**src/rtl/dac_spi_multi.sv**
```systemverilog
// dac_spi_multi: multi-channel SPI DAC driver with on-write, scan, power-down and idle modes
module dac_spi_multi #(
  parameter int DATA_W = 8,
  parameter int NUM_CH = 2,
  parameter int CLK_DIV = 2,
  parameter int FRAME_W = 16,
  parameter int GAP_CYC = 4,
  localparam int CH_W = (NUM_CH > 2) ? $clog2(NUM_CH) : 1
) (
  input  logic              clk_in,
  input  logic              rst,
  input  logic              wr_en,
  input  logic [CH_W-1:0]   wr_ch,
  input  logic [DATA_W-1:0] wr_data,
  input  logic [1:0]        mode,
  output logic              busy,
  output logic              frame_done,
  output logic              sclk,
  output logic              sync,
  output logic              dac_din
);
  localparam int CW = 16;
  localparam int BW = $clog2(FRAME_W + 1);
  localparam int PAD = FRAME_W - 2 - CH_W - DATA_W;
  localparam logic [1:0] M_WRITE = 2'b00, M_SCAN = 2'b01, M_PD = 2'b10;

  typedef enum logic [1:0] {IDLE, LOAD, SHIFT, GAP} state_t;

  state_t state, nstate;
  logic [CW-1:0] cnt;
  logic ph;
  logic [BW-1:0] bits;
  logic [FRAME_W-1:0] shreg, frame;
  logic [DATA_W-1:0] regs [NUM_CH];
  logic [NUM_CH-1:0] pending;
  logic [CH_W-1:0] scan, low_ch, start_ch;
  logic pd_sent, start, div_end, gap_end, last_bit, load, wr_ok;

  assign div_end = cnt == CW'(CLK_DIV - 1);
  assign gap_end = cnt == CW'(GAP_CYC - 1);
  assign last_bit = bits == BW'(FRAME_W - 1);
  assign wr_ok = wr_en && (32'(wr_ch) < NUM_CH);
  assign load = nstate == LOAD && state != LOAD;

  always_comb begin
    low_ch = '0;
    for (int i = NUM_CH - 1; i >= 0; i--)
      if (pending[i]) low_ch = CH_W'(i);
  end

  // Start decision shared by IDLE and the end of GAP, so back-to-back frames keep the exact gap
  always_comb begin
    start = mode == M_WRITE ? |pending : mode == M_SCAN ? 1'b1 : mode == M_PD ? !pd_sent : 1'b0;
    start_ch = mode == M_SCAN ? scan : low_ch;
    frame = mode == M_PD ? {2'b11, {(FRAME_W-2){1'b0}}}
                         : FRAME_W'({2'b00, start_ch, regs[start_ch]}) << PAD;
  end

  always_ff @(posedge clk_in) begin
    if (!rst) state <= IDLE;
    else state <= nstate;
  end

  always_comb begin
    nstate = state;
    case (state)
      IDLE:    nstate = start ? LOAD : IDLE;
      LOAD:    nstate = div_end ? SHIFT : LOAD;
      SHIFT:   nstate = (div_end && ph && last_bit) ? GAP : SHIFT;
      GAP:     nstate = gap_end ? (start ? LOAD : IDLE) : GAP;
      default: nstate = IDLE;
    endcase
  end

  always_comb begin
    sclk = !(state == SHIFT && !ph);
    sync = !(state == LOAD || state == SHIFT);
    dac_din = !sync && shreg[FRAME_W-1];
    busy = state != IDLE;
    frame_done = state == GAP && cnt == '0;
  end

  always_ff @(posedge clk_in) begin
    if (!rst) begin
      cnt <= '0;
      ph <= 1'b0;
      bits <= '0;
      shreg <= '0;
      regs <= '{default: '0};
      pending <= '0;
      scan <= '0;
      pd_sent <= 1'b0;
    end else begin
      cnt <= (state != nstate || (state == SHIFT && div_end)) ? '0 : cnt + 1'b1;
      ph <= state == SHIFT ? ph ^ div_end : 1'b0;
      bits <= state != SHIFT ? '0 : (div_end && ph) ? bits + 1'b1 : bits;
      // Data advances on the sclk rising edge so the DAC sees it stable at the falling edge
      if (load) shreg <= frame;
      else if (state == SHIFT && div_end && !ph) shreg <= shreg << 1;
      if (load && mode == M_WRITE) pending[start_ch] <= 1'b0;
      if (load && mode == M_SCAN) scan <= scan == CH_W'(NUM_CH - 1) ? '0 : scan + 1'b1;
      pd_sent <= mode != M_PD ? 1'b0 : (pd_sent || load);
      if (wr_ok) begin
        regs[wr_ch] <= wr_data;
        if (mode == M_WRITE) pending[wr_ch] <= 1'b1;
      end
    end
  end
endmodule

```
**config.mk**
```make
export PLATFORM = sky130hd
export DESIGN_NAME = dac_spi_multi
export DESIGN_NICKNAME = d
export VERILOG_FILES = /design/src/rtl/dac_spi_multi.sv
export SDC_FILE = /design/constraint.sdc
export NUM_CORES = 1
export LEC_CHECK = 0
export CORE_MARGIN = 4
export CORE_UTILIZATION = 60
export DETAILED_ROUTE_END_ITERATION = 10
export PLACE_DENSITY = 0.81
export SYNTH_ARGS = -nofsm -noshare
export SYNTH_HDL_FRONTEND = slang
export SYNTH_SLANG_ARGS = --single-unit
```
**constraint.sdc**
```tcl
create_clock -name clk_in -period 6.5 [get_ports clk_in]
set_input_delay 1.95 -clock clk_in [delete_from_list [all_inputs] [get_ports clk_in]]
set_output_delay 1.95 -clock clk_in [all_outputs]
set_load 0.01 [all_outputs]
```
After elaboration in Yosys (flattened, before gate mapping)
Index checks and enable logic that the tools add are counted.
{ "word_totals": {"regBits": 60, "output_inout_bits": 5, "romBits": 0, "word_cells": 99, "latch_bits": 0, "memories": 0, "input_bits": 14, "ram_bits": 0} }
{ "classes": {"n_mux": 29, "n_addsub": 3, "magnitude_cmp": 7, "n_reduce_logical": 30, "div_mod_pow": 0, "n_bitwise": 7, "n_mul": 0, "shifts": 0, "eq_ne": 13} }
{ "ops": {"columns": ["op", "n"], "rows": [
  ["$mux 16", 3],
  ["$mux 8", 4],
  ["$add 16x1->16 const B", 1],
  ["$bwmux 16", 1],
  ["$eq 16x1->1 const B", 1],
  ["$eq 16x2->1 const B", 1],
  ["$logic_not 16->1", 1],
  ["$logic_and 1x1->1", 13],
  ["$mux 2", 6],
  ["$mux 1", 11],
  ["$demux 8 s1", 1],
  ["$pmux 2 s4", 1],
  ["$reduce_or 2->1", 4],
  ["$eq 2x1->1 const B", 3],
  ["$eq 2x2->1 const B", 3],
  ["$add 5x1->5 const B", 1],
  ["$eq 5x4->1 const B", 1],
  ["$ge 2x2->1 const B", 2],
  ["$logic_not 1->1", 4],
  ["$logic_not 2->1", 2],
  ["$lt 1x2->1 const B", 2],
  ["$ne 2x2->1 const B", 2],
  ["$not 1->2", 2],
  ["$reduce_bool 2->1", 2],
  ["other kinds (13)", 17]
]} }

Longest topological paths before layout
Gate-level depths: netlist of the first run.
{ "depth": {"depth_word": 15, "ltp_mapped": 14} }

Worst setup path before layout of the first run
OpenSTA, ideal clock, no wires.
{ "synth_path": {"path_type": "input to register", "start": "input port mode[0]", "end": "register shreg[13]", "setup_slack_ps": 2913, "t_arrival_ps": 3511, "setup_time_ps": 76, "path_stages": 7, "required_ps": 6424, "cell_sequence": "and2b_1 -> a2bb2oi_1 -> a41o_1 -> or3_4 -> or4_1 -> buf_2 -> o22ai_2"} }
{ "synth_between": {"elab_chain_len": 10, "word_cells_on_any_way": 15} }
{ "synth_rtl": {"columns": ["item", "line", "rtl"], "rows": [
  ["start, declared", "15", "input logic [1:0] mode,"],
  ["$eq 2x2->1", "53, 55", null],
  ["$mux 1 (3 in series)", "53", "start = mode == M_WRITE ? |pending : mode == M_SCAN ? 1'b1 : mode == M_PD ? !pd_sent : 1'b0;"],
  ["$mux 1", "67, 70", null],
  ["$mux 2", "70", "GAP: nstate = gap_end ? (start ? LOAD : IDLE) : GAP;"],
  ["$pmux 2 s4", "66", "case (state)"],
  ["$eq 2x1->1", "43", "assign load = nstate == LOAD && state != LOAD;"],
  ["$logic_and 1x1->1", "43", null],
  ["$mux 16 / $reduce_bool 2->1 (equally long branches)", null, null],
  ["end signal, assigned", "98", "if (load) shreg <= frame;"],
  ["end signal, assigned", "99", "else if (state == SHIFT && div_end && !ph) shreg <= shreg << 1;"],
  ["end, declared", "33", "logic [FRAME_W-1:0] shreg, frame;"]
]} }
Parallel ways exist; a longest one is shown, timed or not.
A chain may end at the register's enable or synchronous reset.

Worst setup path after layout of the first run
Same ends and word-level chain as after synthesis.

==> results.sh, run 1 <==
export IMPL_clkLatencyLatePin_ns=0.31
export IMPL_crit_start="mode[0]"
export IMPL_final_nets=329
export IMPL_synthToLayoutAreaGrowth_pct=10.8
export IMPL_synth_avg_cell_area_um2=8.90
export IMPL_ys_warn_count=0
export IMPL_num_vias=1991
export IMPL_ys_ff_latch=55
export IMPL_clock_sinks=55
export IMPL_grt_ovfl_total=0
export IMPL_ctsResizeCount=0
export IMPL_synth_nets=317
export IMPL_drive_above_1_share=0.0557
export IMPL_antenna_cells=0
export IMPL_synthesis_area_um2=2600
export IMPL_relSlewSlack=0.405
export IMPL_gp_congestion=0.831
export IMPL_start_util=0.636
export IMPL_cp_start_kind="primary input"
export IMPL_wl_um=4710
export IMPL_grt_usage=0.191
export IMPL_synth_distinct_cells=41
export IMPL_drt_pass1_iterations=4
export IMPL_nFillCells=326
export IMPL_clk_pin_slew_ns=0.10
export IMPL_numCtsBuffers=5
export IMPL_ctsRootBufferMaster="clkbuf_8"
export IMPL_clockBufferDepth=2
export IMPL_post_drt_wl_per_cell_um=13.3
export IMPL_yosysSeqAreaShare=0.424
export IMPL_drv_slew=0
export IMPL_fp_row_count=23
export IMPL_skew_ns=0.0152
export IMPL_cp_max_fo=8
export IMPL_min_from="regs[0]"
export IMPL_crit_type="primary input to flop"
export IMPL_grt_start_max_net_pins=22
export IMPL_io_buffers=18
export IMPL_setup_viol=0
export IMPL_worstMarginPinSlew_ns=0.875
export IMPL_dieArea_um2=5450
export IMPL_finalSetupTns_ns=0
export IMPL_tritoncts="built"
export IMPL_drt_iter0_markers=94
export IMPL_drv_cap=0
export IMPL_dp_hpwl_um=3340
export IMPL_min_path_type="flop to flop"
export IMPL_fin_area_um2=2880
export IMPL_period_share=0.624
export IMPL_powerDensity_nw_per_um2=223
export IMPL_rr_startpoint="cnt[6]"
export IMPL_leakage_uw=0.00114
export IMPL_die_x_um=73.8
export IMPL_cts_hold_buffers_added=0
export IMPL_period_minus_slack_ns=4.05
export IMPL_synth_cells=292
export IMPL_drc_errors=0
export IMPL_grt_pass1_vias=1884
export IMPL_worstPathArrival_ns=4.29
export IMPL_grt_pass1_wl_um=8180
export IMPL_dpl_instance_area_um2=2790
export IMPL_ctsHtreeMaxLevel=2
export IMPL_rsz0062_at_grt="no"
export IMPL_max_vdd_ir_drop_v=0.000139
export IMPL_coreArea_um2=4090
export IMPL_worstPathRequired_ns=6.74
export IMPL_viasPerCell=5.61
export IMPL_timing_final_hold_violations=0
export IMPL_cts_setup_buffers=0
export IMPL_endpoint_kind="flop"
export IMPL_antenna_left=0
export IMPL_io_pins=19
export IMPL_fmax_mhz=247
export IMPL_antenna_found_initial=0
export IMPL_status="complete, no violations"
export IMPL_fp_dieH_um=73.8
-- critical path, stage by stage --
cell and delay, ns:
clkdlybuf4s50_1 0.50, and2b_1 0.33, a2bb2oi_1 0.10, a41o_1 0.23, or3_4 0.39, or4_1 0.59
o22ai_2 0.19
-- per-stage QoR --
stage                      util  std cells  total power, uW  hold WS, ns  worst slack, ns
after floorplan               -        292              431        0.428             2.91
after global placement    0.682        347              460        0.442             2.21
after detailed placement  0.682        347              461        0.447             2.18
after CTS                 0.705        355              646        0.461             2.48
after global routing      0.705        355              674        0.480             2.35
final                     0.705        355              641        0.461             2.45
-- cell usage after synthesis --
library cell,instances,share of area
xnor2_1,10,0.034
inv_1,11,0.016
or4_1,2,0.0058
nand2b_1,4,0.0096
a211oi_1,1,0.0029
clkbuf_1,8,0.012
xor2_1,9,0.030
o22ai_1,7,0.017
nand4b_1,1,0.0034
nor3b_1,1,0.0029
a31oi_1,1,0.0024
or3_1,4,0.0096
nand4_1,2,0.0048
and4bb_2,1,0.0048
mux2i_2,1,0.0053
o21ai_0,2,0.0039
buf_1,1,0.0014
or3_4,1,0.0043
a21oi_1,24,0.046
nor4b_1,1,0.0034
mux2i_1,19,0.073
nor3_1,18,0.035
nor2b_1,3,0.0072
nand2_1,38,0.055
o22ai_2,1,0.0048
nand3_1,15,0.029
a41o_1,1,0.0039
and2_1,5,0.012
a2bb2oi_1,1,0.0034
nor4_2,3,0.014
and3_2,1,0.0029
o41ai_1,2,0.0067
and3_1,6,0.014
dfxtp_1,55,0.42
buf_2,5,0.0096
ha_1,11,0.053
nor2_1,11,0.016
and4_2,1,0.0039
and4_1,2,0.0067
and2b_1,1,0.0029
o32ai_1,1,0.0034
-- state kept, by name, indices dropped and copies added, names as in the netlist --
register and flops:
cnt 16, regs 16, shreg 11, bits 5, pending 2, state 2
pd_sent 1, ph 1, scan 1
-- report_power, final --
group | leakage, uW | internal [uW] | switching [uW] | total, uW
sequential | 0.000446 | 349 | 8.70 | 358
combinational | 0.000647 | 40.5 | 55.4 | 95.9
clock | 0.0000454 | 77.6 | 109 | 187
total | 0.00114 | 468 | 173 | 641
-- worst paths after layout --
check / endpoint / slack (ns) / cells after the start
worst min register to register: regs[0] / 0.46 / 2
worst max register to register: shreg[13] / 3.30 / 10
worst min-delay path: regs[0] / 0.46 / 2
worst max-delay path: shreg[13] / 2.45 / 7
-- per-layer routing --
| layer | track usage | vias up | part of all wire |
|---|---|---|---|
| met3 | 0.0438 | 6 | 0.045 |
| li1 | - | 1043 | - |
| met1 | 0.271 | 904 | 0.53 |
| met4 | 0.0704 | 0 | 0.012 |
| met2 | 0.281 | 38 | 0.42 |
| met5 | 0 | - | 0 |
-- cell type report --
type                    count  area (um2)  area share
inverters                  11        41.3      0.0143
repair buffers             19         188      0.0652
clock buffers               6        72.6      0.0252
well taps                  50        62.6      0.0217
flip-flops and latches     55        1100       0.382
clock inverters             2        17.5     0.00608
multi-input cells         212        1400       0.485
-- placed cells by master, fill, tap and decap left out, drive strengths merged, types with 2 or more instances in the layout --
cell type,n
a21oi,24
and2,5
and3,7
and4,3
clkbuf,6
clkdlybuf4s50,18
clkinv,2
dfxtp,55
ha,11
inv,11
mux2i,20
nand2,38
nand2b,4
nand3,15
nand4,2
nor2,11
nor2b,3
nor3,18
nor4,3
o21ai,2
o22ai,8
o41ai,2
or3,5
or4,2
xnor2,10
xor2,9
-- kinds of logic after synthesis --
group / Yosys count / share of synthesized area
flip-flops: 55 / 0.424
AND/OR/NAND/NOR: 121 / 0.248
buffers and inverters: 25 / 0.0385
XOR/XNOR: 19 / 0.0641
multiplexers: 20 / 0.0785
AO/OA/AOI/OAI: 41 / 0.0944
adder cells (fa/ha/maj): 11 / 0.0530
(Power assumes the default switching activity.)
==> run 2, diff against run 1 <==
Settings changed: CORE_UTILIZATION 60 to 58, PLACE_DENSITY 0.81 to 0.79.
Clock period 6.5 ns to 4.1 ns, I/O delays scaled along.
==> results.sh, run 2 (synthesis results as in run 1) <==
export IMPL_status="complete, no violations"
export IMPL_min_from="regs[9]"
export IMPL_rsz0062_at_grt="no"
export IMPL_cp_max_fo=8
export IMPL_endpoint_kind="flop"
export IMPL_powerDensity_nw_per_um2=388
export IMPL_fmax_mhz=302
export IMPL_drv_cap=0
export IMPL_setup_viol=0
export IMPL_clock_sinks=55
export IMPL_io_pins=19
export IMPL_start_util=0.597
export IMPL_grt_usage=0.197
export IMPL_antenna_left=0
export IMPL_die_x_um=74.9
export IMPL_antenna_cells=0
export IMPL_fp_dieH_um=74.9
export IMPL_clkLatencyLatePin_ns=0.31
export IMPL_cts_setup_buffers=0
export IMPL_drv_slew=0
export IMPL_rr_worst_depth=10
export IMPL_rr_startpoint="cnt[6]"
export IMPL_numCtsBuffers=5
export IMPL_gp_congestion=0.870
export IMPL_period_minus_slack_ns=3.32
export IMPL_worstPathArrival_ns=3.55
export IMPL_num_vias=2075
export IMPL_ff2ff_setup_slack_ns=0.79
export IMPL_grt_start_max_net_pins=21
export IMPL_drc_errors=0
export IMPL_ctsResizeCount=0
export IMPL_holdPathStages=2
export IMPL_final_common_cell="dfxtp_1"
export IMPL_reg2reg_to="shreg[9]"
export IMPL_synthToLayoutAreaGrowth_pct=13.3
export IMPL_timing_final_hold_violations=0
export IMPL_wl_um=5100
export IMPL_hold_end="regs[9]"
export IMPL_post_drt_wl_per_cell_um=14.2
export IMPL_grt_pass1_wl_um=8570
export IMPL_viasPerCell=5.78
export IMPL_ctsHtreeMaxLevel=2
export IMPL_io_buffers=18
export IMPL_holdWs_ns=0.460
export IMPL_drive_above_1_share=0.0651
export IMPL_finalSetupTns_ns=0
export IMPL_layout_common_cells="55 x dfxtp_1, 38 x nand2_1, 24 x a21oi_1, 19 x mux2i_1"
export IMPL_coreArea_um2=4350
export IMPL_worstPathRequired_ns=4.33
export IMPL_dp_hpwl_um=3700
export IMPL_worstMarginPinSlew_ns=0.709
export IMPL_drt_pass1_iterations=4
export IMPL_fp_row_count=24
export IMPL_tritoncts="built"
export IMPL_leakage_uw=0.00117
export IMPL_relSlewSlack=0.525
export IMPL_drt_iter0_markers=140
export IMPL_reg_largest_list="cnt x16, regs x16, shreg x11"
export IMPL_clk_pin_slew_ns=0.10
export IMPL_cts_hold_buffers_added=0
export IMPL_clockBufferDepth=2
export IMPL_crit_type="primary input to flop"
export IMPL_grt_ovfl_total=0
export IMPL_skew_ns=0.00922
export IMPL_cp_start_kind="primary input"
export IMPL_final_nets=331
export IMPL_max_vdd_ir_drop_v=0.000293
export IMPL_ctsRootBufferMaster="clkbuf_8"
export IMPL_dieArea_um2=5610
export IMPL_antenna_found_initial=0
export IMPL_period_share=0.809
export IMPL_grt_pass1_vias=1898
export IMPL_min_path_type="flop to flop"
-- run 2: cell count changes in the layout (fill, tap and decap cells not counted) --
cell and delta:
buf_4 +2, bufinv_16 +2, clkinv_4 -2, clkbuf_1 -1, clkinvlp_4 +1
-- run 2: worst max path at each step --
| stage | slack (ns) | cells after the start | endpoint | start |
|---|---|---|---|---|
| after detailed placement | 0.48 | 7 | shreg[9] | mode[0] |
| after floorplan | 1.23 | 7 | shreg[13] | mode[0] |
| after global placement | 0.56 | 7 | shreg[13] | mode[0] |
| after global routing | 0.57 | 11 | shreg[9] | cnt[0] |
| final | 0.78 | 7 | shreg[9] | mode[0] |
| after CTS | 0.79 | 7 | shreg[9] | mode[0] |
-- run 2: worst max-delay path, cell delays in order --
cell and delay [ns]:
clkdlybuf4s50_1 0.51, and2b_1 0.32, a2bb2oi_1 0.10, a41o_1 0.24
or3_4 0.39, or4_1 0.56, o22ai_1 0.19
-- run 2: metrics by stage --
step	util	std cells	setup slack, ns	instance area, um2	power (uW)
finish	0.676	359	0.784	2940	1140
global route	0.676	359	0.566	2940	1190
CTS	0.676	359	0.788	2940	1150
detailed placement	0.645	351	0.477	2810	738
global placement	0.645	351	0.561	2810	734
floorplan	-	292	1.23	2600	683
-- run 2: cell type report --
type                            instances  area (um2)
Fill cell                             348        1410
Multi-Input combinational cell        212        1400
Sequential cell                        55        1100
Timing Repair Buffer                   21         203
Clock buffer                            5        68.8
Clock inverter                          3        67.6
Tap cell                               52        65.1
Inverter                               11        41.3
-- run 2: routing by layer --
layer	share of wire	global-route usage	vias up
met2	0.49	0.336	37
met1	0.45	0.254	977
li1	-	-	1055
met4	0.011	0.0534	0
met5	0	0	-
met3	0.039	0.0401	6
-- run 2: power by group --
| group | switching (uW) | leakage [uW] | total (uW) | internal [uW] |
|---|---|---|---|---|
| logic | 92.8 | 0.000656 | 158 | 65.6 |
| registers | 14.7 | 0.000446 | 569 | 554 |
| clock network | 171 | 0.0000644 | 415 | 243 |
| total | 279 | 0.00117 | 1140 | 863 |
==> run 3, diff against run 2 <==
Clock period 4.1 ns to 3.3 ns, I/O delays scaled along.
==> results.sh, run 3 (synthesis results as in run 1) <==
export IMPL_grt_start_max_net_pins=21
export IMPL_finalSetupTns_ns=0
export IMPL_final_nets=333
export IMPL_cts_setup_buffers=0
export IMPL_rsz0062_at_grt="no"
export IMPL_tritoncts="built"
export IMPL_clk_pin_slew_ns=0.10
export IMPL_num_vias=2045
export IMPL_worstPathRequired_ns=3.54
export IMPL_clockBufferDepth=2
export IMPL_drc_errors=0
export IMPL_antenna_left=0
export IMPL_pre_cts_ws_ns=-0.0146
export IMPL_grt_pass1_vias=1875
export IMPL_coreArea_um2=4350
export IMPL_holdPathStages=2
export IMPL_final_common_cell="dfxtp_1"
export IMPL_max_vdd_ir_drop_v=0.000335
export IMPL_grt_usage=0.186
export IMPL_power_uw=1360
export IMPL_wl_um=4830
export IMPL_nFillCells=351
export IMPL_viasPerCell=5.66
export IMPL_cts_hold_buffers_added=0
export IMPL_leakage_uw=0.00117
export IMPL_ctsHtreeMaxLevel=2
export IMPL_endpoint_kind="flop"
export IMPL_dp_hpwl_um=3550
export IMPL_powerDensity_nw_per_um2=462
export IMPL_cp_start_kind="flop"
export IMPL_timing_final_hold_violations=0
export IMPL_synthToLayoutAreaGrowth_pct=13.1
export IMPL_die_x_um=74.9
export IMPL_drt_iter0_markers=144
export IMPL_clkLatencyLatePin_ns=0.31
export IMPL_rr_worst_depth=11
export IMPL_numCtsBuffers=5
export IMPL_worstPathArrival_ns=3.33
export IMPL_layout_common_cells="55 x dfxtp_1, 38 x nand2_1, 24 x a21oi_1, 19 x mux2i_1"
export IMPL_grt_ovfl_total=0
export IMPL_start_util=0.597
export IMPL_io_pins=19
export IMPL_drt_pass1_iterations=4
export IMPL_antenna_cells=0
export IMPL_crit_type="flop to flop"
export IMPL_status="complete, no violations"
export IMPL_worstMarginPinSlew_ns=0.693
export IMPL_clock_sinks=55
export IMPL_fp_row_count=24
export IMPL_ctsRootBufferMaster="clkbuf_8"
export IMPL_relSlewSlack=0.535
export IMPL_fmax_mhz=323
export IMPL_drv_cap=0
export IMPL_reg_largest_list="cnt x16, regs x16, shreg x11"
export IMPL_min_path_type="flop to flop"
export IMPL_skew_ns=0.0136
export IMPL_period_minus_slack_ns=3.10
export IMPL_dieArea_um2=5610
export IMPL_antenna_found_initial=0
export IMPL_period_share=0.938
export IMPL_ctsResizeCount=0
export IMPL_post_drt_wl_per_cell_um=13.4
export IMPL_gp_congestion=0.829
export IMPL_drv_slew=0
export IMPL_io_buffers=18
export IMPL_setup_slack_ns=0.205
export IMPL_drive_above_1_share=0.0712
export IMPL_cp_max_fo=8
export IMPL_fp_dieH_um=74.9
export IMPL_grt_pass1_wl_um=8310
export IMPL_setup_viol=0
run 3: cell types whose count changed in the layout (fill, tap and decap cells not counted), sizes merged:
cell,before,now
inv,11,12
bufinv,2,1
buf,3,5
run 3: area by class of cell:
cell class | instances | area (um2) | area share
Tap cell | 52 | 65.1 | 0.0222
Sequential cell | 55 | 1100 | 0.375
Inverter | 11 | 41.3 | 0.0141
Clock inverter | 3 | 46.3 | 0.0158
Clock buffer | 5 | 68.8 | 0.0234
Multi-Input combinational cell | 212 | 1400 | 0.476
Timing Repair Buffer | 23 | 218 | 0.0741
run 3: power breakdown:
group / internal [uW] / total [uW] / leakage, uW / switching (uW)
registers: 688 / 706 / 0.000446 / 17.8
clock network: 229 / 454 / 0.0000548 / 226
logic: 82.8 / 195 / 0.000666 / 112
run 3: worst paths after layout:
check,start,slack [ns],to
max,cnt[0],0.20,shreg[6]
min,regs[14],0.46,regs[14]
max reg2reg,cnt[0],0.20,shreg[6]
min reg2reg,regs[14],0.46,regs[14]
run 3: routing by layer:
layer  share of wire  vias to the layer above  GRT usage
li1                -                     1052          -
met1            0.48                      947      0.245
met2            0.47                       41      0.312
met3           0.042                        5     0.0320
met4           0.012                        0     0.0553
met5               0                        -          0
run 3: per-stage QoR:
stage               cells  hold slack [ns]   util  instance area (um2)
finish                361            0.458  0.674                 2940
global route          361            0.483  0.674                 2940
CTS                   361            0.460  0.674                 2940
detailed placement    353            0.447  0.648                 2820
global placement      353            0.444  0.648                 2820
floorplan             292            0.428      -                 2600
run 3: critical path: stages, from the launching register on:
cell and delay [ns]:
dfxtp_1 0.45, ha_1 0.22, nor3b_1 0.21, nand4_1 0.18
inv_1 0.13, ha_1 0.17, a31oi_1 0.13, nor2b_1 0.16
a41o_1 0.24, or3_4 0.40, or4_1 0.56, o22ai_1 0.18
